$ cat config.mk
export PLATFORM = sky130hd
export DESIGN_NAME = cpu_sequencer
export DESIGN_NICKNAME = d
export VERILOG_FILES = /design/src/rtl/cpu_sequencer.sv
export SDC_FILE = /design/constraint.sdc
export NUM_CORES = 1
export LEC_CHECK = 0
export ABC_AREA = 1
export CORE_ASPECT_RATIO = 1.2
export CORE_MARGIN = 4
export CORE_UTILIZATION = 50
export CTS_BUF_LIST = sky130_fd_sc_hd__clkbuf_8 sky130_fd_sc_hd__clkbuf_16
export DETAILED_ROUTE_END_ITERATION = 16
export GPL_TIMING_DRIVEN = 1
export PLACE_DENSITY = 0.86
export SYNTH_ARGS = -nofsm -noshare
export SYNTH_HDL_FRONTEND = slang
export SYNTH_SLANG_ARGS = --single-unit
$ cat constraint.sdc
create_clock -name CLK -period 3.49 [get_ports CLK]
set_clock_uncertainty 0.15 [all_clocks]
set_input_delay 0.698 -clock CLK [delete_from_list [all_inputs] [get_ports CLK]]
set_output_delay 0.698 -clock CLK [all_outputs]
set_load 0.005 [all_outputs]
$ cat src/rtl/cpu_sequencer.sv
`default_nettype none
// ---------------------------------------------------------------------------
// cpu_sequencer : FETCH/EXEC1/EXEC2 phase sequencer and instruction register
// Rev 1.0
// ---------------------------------------------------------------------------
module cpu_sequencer #(
  parameter int          CNT_W  = 16,
  parameter logic [15:0] IR_RST = 16'h7C00
) (
  input  logic             CLK,
  input  logic             RST,
  input  logic             RUN,
  input  logic             STEP,
  input  logic             STALL,
  input  logic [15:0]      RAMi_q,
  input  logic             E2,
  output logic             FETCH,
  output logic             EXEC1,
  output logic             EXEC2,
  output logic [15:0]      instr,
  output logic             idle,
  output logic             halted,
  output logic [CNT_W-1:0] instr_count
);

  typedef enum logic [2:0] {
    S_IDLE  = 3'd0,
    S_FETCH = 3'd1,
    S_EXEC1 = 3'd2,
    S_EXEC2 = 3'd3,
    S_HALT  = 3'd4
  } state_t;

  state_t state;
  logic   step_latch;
  logic   is_stp;
  logic   stop_at_boundary;

  assign is_stp           = ~instr[15] & (instr[14:9] == 6'b111111);
  assign stop_at_boundary = step_latch | ~RUN;

  // Strobes are masked by STALL so downstream logic sees no phase while memory waits.
  assign FETCH  = (state == S_FETCH) & ~STALL;
  assign EXEC1  = (state == S_EXEC1) & ~STALL;
  assign EXEC2  = (state == S_EXEC2) & ~STALL;
  assign idle   = (state == S_IDLE);
  assign halted = (state == S_HALT);

  always_ff @(posedge CLK or posedge RST) begin
    if (RST) begin
      state       <= S_IDLE;
      step_latch  <= 1'b0;
      instr       <= IR_RST;
      instr_count <= '0;
    end else if (!STALL) begin
      case (state)
        S_IDLE: begin
          if (RUN) begin
            state <= S_FETCH;
          end else if (STEP) begin
            state      <= S_FETCH;
            step_latch <= 1'b1;
          end
        end
        S_FETCH: begin
          instr <= RAMi_q;
          state <= S_EXEC1;
        end
        S_EXEC1: begin
          if (is_stp) begin
            state       <= S_HALT;
            step_latch  <= 1'b0;
            instr_count <= instr_count + CNT_W'(1);
          end else if (E2) begin
            state <= S_EXEC2;
          end else begin
            state       <= stop_at_boundary ? S_IDLE : S_FETCH;
            step_latch  <= 1'b0;
            instr_count <= instr_count + CNT_W'(1);
          end
        end
        S_EXEC2: begin
          state       <= stop_at_boundary ? S_IDLE : S_FETCH;
          step_latch  <= 1'b0;
          instr_count <= instr_count + CNT_W'(1);
        end
        S_HALT: begin
          state <= S_HALT;
        end
        default: begin
          state <= S_IDLE;
        end
      endcase
    end
  end

endmodule
`default_nettype wire

=== Yosys cells after proc, flatten, opt, wreduce, memory -nomap -nowiden ===
Index checks and enable logic that the tools add are counted.

* Bits in registers: 36
* Output and inout bits: 37

* $add $sub $neg: 1
* Equal/unequal tests: 9
* Muxes and demuxes: 14
* Bitwise logic cells: 8
* Reductions and logical operators: 7

{| class="wikitable"
|+ Operators by type and width
! kind !! number
|-
| $mux W16 || 2
|-
| $pmux W16 S2 || 1
|-
| $add A16 B1 Y16 const B || 1
|-
| $pmux W3 S5 || 1
|-
| $mux W3 || 3
|-
| $eq A3 B2 Y1 const B || 2
|-
| $eq A6 B6 Y1 const B || 1
|-
| $ne A3 B3 Y1 const B || 2
|-
| $mux W1 || 5
|-
| $reduce_and A5 Y1 || 1
|-
| $and A1 B1 Y1 || 4
|-
| $ne A2 B2 Y1 const B || 2
|-
| $reduce_and A2 Y1 || 2
|-
| $eq A3 B1 Y1 const B || 1
|-
| $eq A3 B3 Y1 const B || 1
|-
| $logic_not A3 Y1 || 1
|-
| $not A1 Y1 || 3
|-
| $pmux W1 S3 || 1
|-
| $reduce_and A3 Y1 || 1
|-
| $reduce_bool A3 Y1 || 1
|-
| $mux W2 || 1
|-
| $reduce_bool A2 Y1 || 1
|-
| $or A1 B1 Y1 || 1
|}

=== Longest topological paths before layout ===
Gate-level depths: netlist of run 1.

* Word-level depth: 6
* Depth in mapped cells: 10
* Gate-level depth less buffers: 8

=== Worst setup path before layout of run 1 ===
No wires, ideal clock.

* Kind: input port to output port
* Start: input port STALL
* End: output port FETCH
* Arrival time: 1203 ps
* Path slack: 1439 ps
* Stages on the path: 2
* Cells stage by stage: nor3_4 buf_6

* Word-level cells in the longest chain between the ends: 2

{| class="wikitable"
|+ Ends and longest elaborated chain
! what !! line !! RTL
|-
| start, declared || 14 || <nowiki>input logic STALL,</nowiki>
|-
| $not A1 Y1 (no line) || - ||
|-
| $and A1 B1 Y1 || 43 || <nowiki>assign FETCH = (state == S_FETCH) & ~STALL;</nowiki>
|-
| end, declared || 17 || <nowiki>output logic FETCH,</nowiki>
|}

Every way passes these cells.

=== Worst setup path after layout of run 1 ===
* Start: input port STALL
* End: output port EXEC2

* Word-level cells in the longest chain between the ends: 2

{| class="wikitable"
|+ Ends and longest elaborated chain
! what !! line !! RTL
|-
| $not A1 Y1 (no line) || - ||
|-
| $and A1 B1 Y1 || 45 || <nowiki>assign EXEC2 = (state == S_EXEC2) & ~STALL;</nowiki>
|-
| end, declared || 19 || <nowiki>output logic EXEC2,</nowiki>
|}

Every way passes these cells.

==> results of run 1 <==
==> metal layers <==
metal	share of wire (%)	GRT usage, %	vias to the layer above	wire (µm)
li1	-	-	934	-
met1	42	24.2	795	1890
met2	49	35.3	66	2220
met3	7.3	5.75	8	330
met4	1.7	7.40	0	75
met5	0	0	-	0
==> power by group <==
part	leakage, nW	internal [mW]	switching, mW
Combinational	0.709	0.367	0.322
Clock	0.0593	0.209	0.147
Sequential	0.456	0.572	0.123
==> worst max-delay path, cell delays in order <==
cell and delay, ps:
clkdlybuf4s50_1 540, nor3_1 250, clkdlybuf4s50_1 540
==> layout by cell type, fill, tap and decap left out, types with 2 or more instances in the layout <==
master,instances
clkbuf_8,5
nand2_2,4
a21oi_1,2
xnor2_1,5
clkdlybuf4s50_1,58
xor2_1,3
dfrtp_1,31
o21ai_0,5
nand2_1,135
nor3_1,2
inv_1,15
nor2_1,25
dfstp_2,5
buf_4,2
nand4_1,5
nand3_1,10
inv_2,3
==> flip-flops by register name, indices dropped and copies added (netlist names) <==
signal	count
instr	16
instr_count	16
state	3
step_latch	1
==> synth_stat cells, types with 2 or more instances <==
library cell	instances	area, µm²
nor2_1	25	93.8
xor2_1	3	26.3
nand2_2	4	25.0
inv_2	3	11.3
xnor2_1	5	43.8
dfrtp_1	31	776
inv_1	14	52.6
nand3_1	10	50.1
dfstp_2	5	131
a21oi_1	2	10.0
buf_2	2	10.0
buf_6	5	56.3
nor3_1	2	10.0
o21ai_0	5	25.0
nand2_1	135	507
nand4_1	5	31.3
==> area by class of cell <==
class                      instances  share of cell area, %
clock buffer                       5                   2.60
clock inverter                     3                   1.46
inverter                          18                   2.64
multi-input combinational        205                   34.2
sequential                        36                   34.2
tap                               52                   2.45
timing repair buffer              60                   22.5
==> cell families (layout without fill, tap and decap cells) <==
family / Yosys count / in the layout / synth area share, %
compound gates: 10 / 10 / 2.82
xor+xnor: 8 / 8 / 3.59
flops: 36 / 36 / 46.5
fa+ha+maj: 1 / 1 / 0.642
buf+inv: 25 / 86 / 7.00
simple gates: 186 / 186 / 39.4
==> per-stage QoR <==
step                power (mW)  hold slack [ps]  worst slack (ps)  instance area (µm²)
floorplan                 1.04              308              1440                 1950
finish                    1.74              325               618                 2650
global placement          1.37              303               676                 2540
CTS                       1.76              325               589                 2650
detailed placement        1.39              307               607                 2540
global route              1.88              340               521                 2650
==> final timing paths <==
kind,from,to,slack [ps],cells after the start
setup reg to reg,instr[14],instr_count[12],1570,8
hold / removal,instr[5],instr[5],320,2
min in group asynchronous,RST,instr[7],650,3
setup / recovery,STALL,EXEC2,620,3
hold reg to reg,instr[5],instr[5],320,2
max in group asynchronous,RST,instr[13],2180,3
==> metrics, run 1 <==
hold buffer count at cts=0; final net count=349; global route overflow=0; Final GP Congestion=0.915; actual slew at the worst max-slew pin=452 ps; Num CTS Buffers=5; post-synthesis sequential area ratio=46.5%; io pins=59; Longest Clk Path Bufs=2; fin crit period=2870 ps; Syn Area/Cell=7.33 µm²; post-layout utilization of the core=71.8%; Tcrit/Tclk final=82.3%; worst hold path type=flop to flop; initial antenna violation count=0; core box area=3690 µm²; max-capacitance violation count=0; DR WL/cell=11.9 µm; post-CTS sizing=0; latest clock arrival within the worst-skew pair=290 ps; port bufs=58; DP Cell Count=371; detailed placement HPWL=3270 µm; Total GRT Usage=20.6%; max-slew violations=0; final std cells w/o fill=379; routed wire length=4520 µm; height of the die=76.4 µm; vias per cell=4.76; setup_tns=0 ps; ys flop type=dfrtp_1; critical path data required time=2640 ps; Reg area=907 µm²; # diodes=0; power density over the cells=656 nW/µm²; die footprint=4970 µm²; layout cell share with drive strength beyond 1=8.26%; Std-Cell Rows=24; leakage=1.22 nW; run status=completed; first-pass GRT wire length=8250 µm; crit path launch type=input pin; clock sink count=36; EDFF count, synth=0; Max transition margin=69.9%; Root Buffer Master=clkbuf_8; Async SR Flop Fraction=100%; Cells after Synth=266; largest net degree at the start of global routing=37; Hold Vio Cnt, Final=0; die width=65 µm; Post-CTS Setup Inserts=0; Area Overhead vs Synth=36.0%; Yosys cell types=26; CTS tree=done; # fillers=300; DR iter-0 viols=132; worst vdd rail ir drop=520 µV; RSZ-0062 raised after global routing=false; Worst EP arrival=2020 ps; Crit. End Element=primary output; worst-path fanout max=6; CP Class=input pin to primary output; CTS HTree Levels=2; Fmax achieved=348 MHz; DRT Pass-1 Iters=4; syn nets=289; drt drc=0; remaining antenna violation count=0; Final setup viols=0; routed via count=1803; post-synthesis register bit count=36; Clock Pin Slew Worst Setup and Hold Paths=70 ps; Synthesis Warnings=0; number of global-route vias before repair=1866; multi-input logic area=906 µm²; mapped cell area=1950 µm²; Starting Density=52.8%
(Power assumes the default switching activity.)
==> run 2, diff against run 1 <==
Settings changed: CORE_UTILIZATION 50 to 42, PLACE_DENSITY 0.86 to 0.78.
Clock period 3.49 ns to 2.4 ns, I/O delays scaled along.
==> run 2 against run 1 <==
  * Clock power grew 22%
  * Register-to-register slack got worse by 950 ps
  * Sequential cell count is the same
  * Highest routed layer unchanged
  * Cell count grew 1.6%
  * Worst hold slack got worse by 4.6 ps
  * Sequential power rose by 45%
  * Final area increased by 0.19%
==> metrics, run 2 (same netlist as run 1, synthesis figures left out) <==
Critical Path Source=state[0]; Max transition margin=70.0% (+0.099 points); Fmax achieved=437 MHz; # fillers=403 (+34%); drt drc=0 (unchanged); die footprint=5800 µm² (+17%); remaining antenna violation count=0 (unchanged); routed via count=1809 (+0.33%); layout cell share with drive strength beyond 1=9.12% (+0.86 points); commonest cells after routing, fill and taps aside=nand2_1 (135), clkdlybuf4s50_1 (57), dfrtp_1 (30); Num CTS Buffers=5 (unchanged); CP max stage delay=540 ps (about the same); Regs by FF count=instr (16), instr_count (16), state (3); global route overflow=0 (unchanged); critical-path cell list=inv_2 > nand2_1 > nor2_1 > clkdlybuf4s50_1; DP Cell Count=377 (+1.6%); CTS HTree Levels=2 (unchanged); fin crit period=2290 ps; CP max-delay cell=clkdlybuf4s50_1; worst hold path type=flop to flop; crit path launch type=flop; Tcrit/Tclk final=95.4%; initial antenna violation count=0 (unchanged); post-layout utilization of the core=60.9% (-11 points); total chip power=2.45 mW (+41%); Hold Vio Cnt, Final=0 (unchanged); max-slew violations=0 (unchanged); DR WL/cell=11.7 µm (-2.0%); WL met1=1930 µm (+2.1%); worst vdd rail ir drop=692 µV (+33%); power density over the cells=922 nW/µm² (+41%); final setup margin=109 ps (-509 ps); height of the die=82.6 µm (+8.2%); leakage=1.23 nW (+0.28%); WHS=320 ps (-4.64 ps); Critical R2R Launch=instr[13]; Std-Cell Rows=26 (+8.3%); critical path data required time=1770 ps (-870 ps); Final setup viols=0 (unchanged); DRT Pass-1 Iters=4 (unchanged); first-pass GRT wire length=7650 µm (-7.2%); clock sink count=36 (unchanged); Clock Pin Slew Worst Setup and Hold Paths=70 ps (about the same); routed wire length=4500 µm (-0.49%); io pins=59 (unchanged); pre-CTS setup slack=-10.9 ps (-618 ps); final net count=351 (+0.57%); largest net degree at the start of global routing=37 (unchanged); Area Overhead vs Synth=36.3%; DR top layer=met4; worst-path fanout max=5 (-1); max-capacitance violation count=0 (unchanged); Root Buffer Master=clkbuf_8; core box area=4360 µm² (+18%); detailed placement HPWL=3340 µm (+2.2%); run status=completed; port bufs=58 (unchanged); actual slew at the worst max-slew pin=451 ps (-1.49 ps); die width=70.2 µm (+8.0%); # diodes=0 (unchanged); Crit. End Element=primary output; Longest Clk Path Bufs=2 (unchanged); hold buffer count at cts=0 (unchanged); DR iter-0 viols=105 (-20%); Hold Path Origin=instr[5]; metal2 WL=2140 µm (-3.9%); commonest non-fill, non-tap cell in the layout=nand2_1; Final Cell Area=2660 µm² (+0.19%); setup_tns=0 ps (unchanged); Buf/Inv on CP=2 (unchanged); latest clock arrival within the worst-skew pair=280 ps (about the same); vias per cell=4.70 (-1.2%); Final GP Congestion=0.873 (-4.6%); RSZ-0062 raised after global routing=false; Worst EP arrival=1660 ps (-360 ps); Total GRT Usage=16.8% (-3.8 points); CTS tree=done; final std cells w/o fill=385 (+1.6%); number of global-route vias before repair=1747 (-6.4%); Post-DP Area=2560 µm² (+0.79%); CP Class=flop to primary output; metal3 WL=373 µm (+13%); CP delay by family, top=buffers and inverters; Starting Density=44.7% (-8.1 points)
[run 2: cell type report]
type                    instances  area (µm²)  area share (%)
flip-flops and latches         36         908            34.2
multi-input cells             205         908            34.2
repair buffers                 62         609            22.9
clock buffers                   6        82.6            3.11
inverters                      18        70.1            2.64
well taps                      56        70.1            2.64
clock inverters                 2        7.51           0.283
[run 2: timing repair]
item / CTS / global route
resized for setup: 1 / 2
cloned: 0 / 0
endpoints found under the setup margin: 2 / 3
setup buffers: 0 / 0
[run 2: worst register-to-register path, delay by kind of cell (launching register included)]
| family | cells | cell delay [ps] |
|---|---|---|
| buf+inv | 1 | 240 |
| flops | 1 | 550 |
| simple gates | 7 | 800 |
[run 2: path summary, 6_finish.rpt]
kind,endpoint,slack (ps),cells after the start
setup / recovery,halted,110,4
hold / removal,instr[5],320,2
setup reg to reg,instr_count[14],620,8
hold reg to reg,instr[5],320,2
max in group asynchronous,instr[13],1310,3
min in group asynchronous,instr_count[13],440,3
[run 2: layer usage]
layer	GRT usage, %	vias up
li1	-	940
met1	18.5	803
met2	30.2	60
met3	6.54	6
met4	5.36	0
met5	0	-
[run 2: where the power goes]
| part | internal (mW) | switching (mW) | leakage, nW | total [mW] |
|---|---|---|---|---|
| Combinational | 0.540 | 0.469 | 0.720 | 1.01 |
| Sequential | 0.833 | 0.174 | 0.455 | 1.01 |
| Clock | 0.226 | 0.208 | 0.0538 | 0.434 |
| Total | 1.60 | 0.852 | 1.23 | 2.45 |
==> run 3, diff against run 2 <==
Settings changed: CTS_BUF_LIST sky130_fd_sc_hd__clkbuf_8 sky130_fd_sc_hd__clkbuf_16 to unset.
==> run 3 against run 2 <==
  * Wire length shrank 0.36%
  * Fmax shrank 0.53%
  * Sequential power is essentially flat
  * Worst hold slack is the same
  * Register-to-register slack is essentially flat
  * Sequential cell count is the same
  * Sequential share of layout area is the same
  * Critical path type unchanged
  * Largest cell class unchanged
==> metrics, run 3 (same netlist as run 1, synthesis figures left out) <==
pre-CTS setup slack=-10.9 ps (unchanged); crit path launch type=flop; latest clock arrival within the worst-skew pair=280 ps (about the same); Std-Cell Rows=26 (unchanged); Final Cell Area=2660 µm² (unchanged); detailed placement HPWL=3340 µm (unchanged); final std cells w/o fill=385 (unchanged); run status=completed; drt drc=0 (unchanged); die width=70.2 µm (unchanged); commonest non-fill, non-tap cell in the layout=nand2_1; CP Class=flop to primary output; Area Overhead vs Synth=36.3% (unchanged); DP Cell Count=377 (unchanged); worst vdd rail ir drop=695 µV (+0.39%); leakage=1.22 nW (-0.68%); vias per cell=4.70 (about the same); core box area=4360 µm² (unchanged); Num CTS Buffers=5 (unchanged); Total GRT Usage=16.8% (unchanged); Longest Clk Path Bufs=2 (unchanged); Final GP Congestion=0.873 (unchanged); DRT Pass-1 Iters=4 (unchanged); WHS=320 ps (unchanged); power density over the cells=925 nW/µm² (+0.28%); final setup margin=97.0 ps (-12.2 ps); worst-path fanout max=5 (unchanged); setup_tns=0 ps (unchanged); DR WL/cell=11.6 µm (-0.36%); Fmax achieved=434 MHz (-0.53%); largest net degree at the start of global routing=37 (unchanged); initial antenna violation count=0 (unchanged); height of the die=82.6 µm (unchanged); # diodes=0 (unchanged); Clock Pin Slew Worst Setup and Hold Paths=70 ps (about the same); fin crit period=2300 ps (+12.2 ps); commonest cells after routing, fill and taps aside=nand2_1 (135), clkdlybuf4s50_1 (57), dfrtp_1 (30); clock sink count=36 (unchanged); Starting Density=44.7% (unchanged); RSZ-0062 raised after global routing=false; CTS HTree Levels=2 (unchanged); remaining antenna violation count=0 (unchanged); Root Buffer Master=clkbuf_8; final net count=351 (unchanged); actual slew at the worst max-slew pin=450 ps (-0.852 ps); global route overflow=0 (unchanged); Post-DP Area=2560 µm² (unchanged); port bufs=58 (unchanged); Worst EP arrival=1670 ps (about the same); first-pass GRT wire length=7650 µm (about the same); Final setup viols=0 (unchanged); io pins=59 (unchanged); Tcrit/Tclk final=96.0% (+0.51 points); Regs by FF count=instr (16), instr_count (16), state (3); routed wire length=4480 µm (-0.36%); die footprint=5800 µm² (unchanged); CTS tree=done; max-capacitance violation count=0 (unchanged); layout cell share with drive strength beyond 1=9.12% (unchanged); Max transition margin=70.0% (about the same); post-layout utilization of the core=60.9% (unchanged); number of global-route vias before repair=1747 (unchanged); DR iter-0 viols=95 (-9.5%); total chip power=2.46 mW (+0.28%); Hold Vio Cnt, Final=0 (unchanged); max-slew violations=0 (unchanged); Crit. End Element=primary output; routed via count=1810 (+0.055%); critical path data required time=1770 ps (about the same); worst hold path type=flop to flop
[run 3: cell count changes in the layout (fill, tap and decap cells not counted), sizes merged]
cell    change
clkbuf      +2
inv         -2
[run 3: critical path, cell delays in order (launching register included)]
cell	delay (ps)
dfrtp_1	450
inv_2	130
nand2_1	100
nor2_1	170
clkdlybuf4s50_1	550
[run 3: final timing paths]
| kind | slack (ps) | end | from | cells after the start |
|---|---|---|---|---|
| setup / recovery | 100 | halted | state[0] | 4 |
| hold / removal | 320 | instr[5] | instr[5] | 2 |
| setup reg to reg | 610 | instr_count[14] | instr[13] | 8 |
| hold reg to reg | 320 | instr[5] | instr[5] | 2 |
| max in group asynchronous | 1310 | instr[12] | RST | 3 |
| min in group asynchronous | 440 | instr_count[8] | RST | 3 |
[run 3: power by group]
part           leakage [nW]  internal, mW  total (mW)  switching, mW
Sequential            0.455         0.833        1.01          0.173
Clock                0.0455         0.234       0.442          0.207
Combinational         0.720         0.540        1.01          0.469
Total                  1.22          1.61        2.46          0.850
[run 3: per-layer routing]
metal  vias to the layer above  share of wire (%)  global-route usage [%]
li1                        943                  -                       -
met1                       797                 43                    18.5
met2                        62                 47                    30.2
met3                         8                8.2                    6.54
met4                         0                1.4                    5.36
met5                         -                  0                       0
[run 3: cell type report]
type                       count  area (µm²)
tap                           56        70.1
sequential                    36         908
multi-input combinational    205         908
timing repair buffer          62         609
inverter                      18        70.1
fill                         403        1700
clock buffer                   8        90.1
[run 3: repair_timing]
item	CTS	global route
endpoints found under the setup margin	2	3
gates resized for setup	1	2
buffers inserted	0	0
hold buffers	0	0
cloned	0	0
endpoints found under the hold margin	0	0
